==> src/rtl/shift_sequencer.sv <==
// Multi-cycle SRL/SLL controller: one 1-bit right shift per clock, SLL via bit reversal on entry/exit.
// Optional feature macro: SHIFT_SEQ_FLUSH_EN (adds the flush input).
module shift_sequencer #(
    parameter int WIDTH   = 32,
    parameter int SHAMT_W = 5
) (
    input  logic               clk,
    input  logic               rst,
    input  logic               start,
    input  logic               op,
    input  logic [WIDTH-1:0]   data,
    input  logic [SHAMT_W-1:0] shamt,
`ifdef SHIFT_SEQ_FLUSH_EN
    input  logic               flush,
`endif
    output logic               busy,
    output logic               done,
    output logic [WIDTH-1:0]   dataOut
);

    typedef enum logic [1:0] {
        IDLE  = 2'd0,
        SHIFT = 2'd1,
        DONE  = 2'd2
    } state_t;

    state_t               state;
    logic [WIDTH-1:0]     sreg;
    logic [SHAMT_W-1:0]   cnt;
    logic                 op_q;
    logic                 flush_req;

`ifdef SHIFT_SEQ_FLUSH_EN
    assign flush_req = flush;
`else
    assign flush_req = 1'b0;
`endif

    function automatic logic [WIDTH-1:0] rev(input logic [WIDTH-1:0] v);
        logic [WIDTH-1:0] r;
        for (int i = 0; i < WIDTH; i++) begin
            r[i] = v[WIDTH-1-i];
        end
        return r;
    endfunction

    // The single shifter stage: logical right shift by one when sel is set.
    function automatic logic [WIDTH-1:0] shifter_1bit(input logic [WIDTH-1:0] v, input logic sel);
        return sel ? {1'b0, v[WIDTH-1:1]} : v;
    endfunction

    // busy/done are registered alongside state so they change only at state transitions.
    always_ff @(posedge clk or posedge rst) begin
        if (rst) begin
            state   <= IDLE;
            sreg    <= '0;
            cnt     <= '0;
            op_q    <= 1'b0;
            dataOut <= '0;
            busy    <= 1'b0;
            done    <= 1'b0;
        end else if (flush_req) begin
            state <= IDLE;
            busy  <= 1'b0;
            done  <= 1'b0;
        end else begin
            case (state)
                IDLE: begin
                    if (start) begin
                        sreg  <= op ? rev(data) : data;
                        cnt   <= shamt;
                        op_q  <= op;
                        state <= SHIFT;
                        busy  <= 1'b1;
                    end
                end
                SHIFT: begin
                    if (cnt != '0) begin
                        sreg <= shifter_1bit(sreg, 1'b1);
                        cnt  <= cnt - 1'b1;
                    end else begin
                        dataOut <= op_q ? rev(sreg) : sreg;
                        state   <= DONE;
                        done    <= 1'b1;
                    end
                end
                DONE: begin
                    state <= IDLE;
                    busy  <= 1'b0;
                    done  <= 1'b0;
                end
                default: begin
                    state <= IDLE;
                    busy  <= 1'b0;
                    done  <= 1'b0;
                end
            endcase
        end
    end

endmodule

==> config.mk <==
export PLATFORM = sky130hd
export DESIGN_NAME = shift_sequencer
export DESIGN_NICKNAME = d
export VERILOG_FILES = /design/src/rtl/shift_sequencer.sv
export SDC_FILE = /design/constraint.sdc
export NUM_CORES = 1
export LEC_CHECK = 0
export ABC_AREA = 1
export CAP_MARGIN = 20
export CORE_ASPECT_RATIO = 1.4
export CORE_UTILIZATION = 47
export DETAILED_ROUTE_END_ITERATION = 8
export HOLD_SLACK_MARGIN = 0.03
export PLACE_DENSITY = 0.77
export SETUP_SLACK_MARGIN = 0.02
export SYNTH_ARGS = -nofsm -noshare
export SYNTH_HDL_FRONTEND = slang
export SYNTH_SLANG_ARGS = --single-unit
==> constraint.sdc <==
create_clock -name clk -period 2.2 [get_ports clk]
set_input_delay 0.33 -clock clk [delete_from_list [all_inputs] [get_ports clk]]
set_output_delay 0.33 -clock clk [all_outputs]
set_load 0.02 [all_outputs]
After elaboration in Yosys (flattened, before gate mapping). Cells that the tools add are included.

Muxes and demuxes: 15. Equal/unequal tests: 4. $add $sub $neg: 1. Bitwise logic cells: 3. Reductions and logical operators: 9.

Operator list (number): $mux W32 (4); $pmux W32 S2 (1); $mux W5 (2); $pmux W5 S2 (1); $reduce_and A2 Y1 (5); $ne A2 B2 Y1 const B (3); $reduce_bool A5 Y1 (1); $sub A5 B1 Y5 const B (1); $mux W2 (2); $pmux W1 S2 (2); $pmux W2 S2 (1); $not A1 Y1 (3); $reduce_and A3 Y1 (1); $eq A2 B1 Y1 const B (1); $logic_not A2 Y1 (1); $mux W1 (2); $reduce_bool A2 Y1 (1).

Bits in registers: 74. Output and inout bits: 34.

Logic depth before layout (Yosys ltp).
Depth in word-level cells: 3. Mapped depth: 9. Gate-level depth less buffers: 8.

Worst setup path after synthesis. OpenSTA, ideal clock, no wires.

Path kind: reg-to-reg. Start: register cnt[0]. End: register dataOut[16]. Arrival time: 1.360 ns. Path slack: 0.723 ns. Stages on the path, launching flop included: 10. Setup time: 0.117 ns. Cell sequence: dfrtp_1 -> inv_1 -> ha_1 -> nand3_2 -> nor2_8 -> inv_2 -> buf_6 -> buf_6 -> nand2_1 -> nand2_1.

Word-level cells in the longest chain between the ends: 3.

Ends and longest elaborated chain: start: declaration (line 29) `logic [SHAMT_W-1:0] cnt;`; start signal: assignment (line 71) `cnt <= shamt;`; start signal: assignment (line 80) `cnt <= cnt - 1'b1;`; $reduce_bool A5 Y1 (line 78) `if (cnt != '0) begin`; $not A1 Y1 (no line); $reduce_and A2 Y1 (no line); end signal: assignment (line 82) `dataOut <= op_q ? rev(sreg) : sreg;`; end: declaration (line 18) `output logic [WIDTH-1:0] dataOut`.

No other way between the ends. A chain may end at the register's enable or synchronous reset.

Worst setup path in the final report.
Start: register cnt[0]. End: register dataOut[27].

Same word-level chain as after synthesis.

==> run_results.csv <==
group,metric,value,unit
run_status,status,"finished, final reports clean",
synth,yosysWarnings,0,
floorplanning,die-area,8850,um^2
clock_network,cts_tree,"built",
pwr,power_density,1510,nW/um^2
route,wl_met2,3.99,mm
timing,rsz0062_at_grt,"no",
route,num_vias,3676,
timing,relSlewSlack,54.9,%
clock_network,clk_latency,0.34,ns
clock_network,path_clk_slew,0.05,ns
route,avgViaCountPerCell,5.06,
synth,synth_fa_ha_area_share,0.314,%
floorplanning,core,8200,um^2
critical_path,cp-start-kind,"register",
synth,ys_seq_elements,74,
finish,area_growth,26.3,%
clock_network,hold_buffers,0,
placement,placed_cells,711,
finish,final_cells,727,
finish,final_nets,662,
placement,gp_congestion,0.828,
grt,grt_pass1_vias,3204,
timing,worstMarginPinSlew,0.675,ns
placement,portBuffers,74,
timing,slew_violations,0,
synth,muxShareOfSynthArea,0,%
synth,synth-compound-area-share,15.0,%
grt,grt_pass1_wl,14.8,mm
route,drt-initial-drc-count,347,
synth,syn-instance-count,564,
clock_network,postCtsSetupBuffers,0,
timing,max_clock_freq,527,MHz
synth,synth_nets,606,
clock_network,cts_buffers,9,
grt,antenna_found_initial,0,
worst_hold_path,min_path_type,"in2async",
placement,hpwl,5.98,mm
pwr,leakagePower,2.48,nW
route,highest_layer,"met4",
route,met3_length,451,um
route,wl_per_cell,12.0,um
synth,yosysUniqueCellTypes,23,
clock_network,clockBufferDepth,2,
route,drc,0,
route,wl_met1,4.15,mm
finish,drive_gt1_share,4.96,%
grt,track_usage,21.3,%
grt,gr-total-overflow,0,
floorplanning,initial_core_util,48.6,%
timing,setup_tns,0,ns
synth,synth_top_family_by_area,"simple AND/OR/NAND/NOR gates",
finish,utilization,61.3,%
clock_network,cts-root-buf,"clkbuf_16",
timing,finalHoldViolCount,0,
pwr,finalPower,0.00759,W
timing,fin_skew,0.00541,ns
grt,grt_max_degree,75,
job,max-cap-violations,0,
timing,setup_viol,0,
route,wirelength,8.72,mm
finish,n_antenna_cell,0,
critical_path,path_cells,"inv_1, ha_1, nand3_2, nor2_8, inv_2, nand2_1, o21ai_0",
critical_path,required,2.39,ns
synth,synth_simple_gate_area_share,29.4,%
synth,mappedNetlistArea,3980,um^2
critical_path,critPathMaxFanout,49,
critical_path,crit_arrival,2.09,ns
floorplanning,fp.dieW,79.8,um
synth,synth.avg_cell_area,7.06,um^2
clock_network,clock_sinks,74,
clock_network,cts_resized,0,
timing,period_share,86.3,%
critical_path,worst_path_max_delay_cell,"dfrtp_1",
synth,synth_xor_area_share,0,%
pwr,ir_drop,0.000801,V
floorplanning,ios,75,
finish,fillers,746,
critical_path,cp_slowest_stage_delay,0.39,ns
timing,fin_crit,1.90,ns
route,drtPass1Iterations,5,
critical_path,crit_type,"reg2reg",
synth,ys_seq_area_share,46.5,%
clock_network,htree_levels,3,
floorplanning,die-height,111,um
route,drtAntennaViolNets,0,
floorplanning,rows,39,
critical_path,end_kind,"register",
-- layout make-up --
cell class	count	area [um^2]	area share, %
sequential	74	1850	36.8
multi-input combinational	408	1780	35.4
timing repair buffer	82	813	16.2
clock buffer	13	240	4.78
inverter	45	173	3.44
tap	102	128	2.54
clock inverter	3	40.0	0.797
-- registers in the layout, indices dropped and copies added (netlist names) --
register and cells:
state 2, done 1, busy 1, dataOut 32, op_q 1, sreg 32, cnt 5
-- logic make-up (layout without fill, tap and decap cells) --
group,after synthesis,in the layout
flops,74,74
fa+ha+maj,1,1
compound gates,119,119
buf+inv,82,143
simple gates,288,288
-- placed cells by master, fill, tap and decap left out, drive strengths merged --
master         instances
buf                    8
nand4                  1
dfrtp                 74
nor2                   6
nand2                241
nand3                 38
ha                     1
clkdlybuf4s50         74
inv                   44
a21oi                  1
o211ai                 1
clkinvlp               1
bufinv                 1
clkbuf                13
or2                    2
clkinv                 2
o21ai                117
-- power by group --
part	internal (W)	switching, W	leakage [nW]
Clock	0.000874	0.000517	0.138
Combinational	0.00141	0.00227	1.42
Sequential	0.00203	0.000488	0.918
-- final timing paths --
kind / from / endpoint / slack [ns] / cells past startpoint
max in group asynchronous: rst / sreg[10] / 1.44 / 3
worst min-delay path: rst / cnt[2] / 0.45 / 3
min in group clk: dataOut[22] / dataOut[22] / 0.47 / 2
worst min register to register: dataOut[22] / dataOut[22] / 0.47 / 2
worst max register to register: cnt[0] / dataOut[27] / 0.30 / 7
worst max-delay path: cnt[0] / dataOut[27] / 0.30 / 7
-- through the flow --
stage,hold WS [ns],area [um^2],setup slack [ns]
floorplan,0.491,3980,0.723
global placement,0.457,4750,0.435
detailed placement,0.462,4750,0.319
CTS,0.471,5030,0.300
global route,0.485,5030,0.137
finish,0.446,5030,0.301
-- per-layer routing --
layer	vias to the layer above	track usage [%]
li1	1906	-
met5	-	0
met3	11	4.86
met2	104	31.6
met1	1655	30.6
met4	0	7.14
-- cell usage after synthesis --
cell type,instances,area (um^2)
nand2_1,240,901
o21ai_0,101,505
dfrtp_1,74,1850
inv_1,42,158
nand3_1,37,185
buf_2,19,95.1
o21ai_1,16,80.1
clkbuf_1,12,45.0
buf_1,3,11.3
inv_2,3,11.3
nor2_1,3,11.3
buf_6,2,22.5
or2_2,2,12.5
a21oi_1,1,5.00
clkbuf_2,1,5.00
ha_1,1,12.5
nand2_2,1,6.26
nand3_2,1,10.0
nand4_1,1,6.26
nor2_2,1,6.26
nor2_4,1,11.3
nor2_8,1,20.0
o211ai_1,1,7.51
-- worst max-delay path, delay by kind of cell, from the launching register on --
| kind | cells | cell delay (ns) |
|---|---|---|
| AND/OR/NAND/NOR | 3 | 0.56 |
| adder cells (fa/ha/maj) | 1 | 0.25 |
| buffers and inverters | 2 | 0.44 |
| flip-flops | 1 | 0.39 |
| AO/OA/AOI/OAI | 1 | 0.09 |
Note: power is estimated with default switching activity, not from simulation.
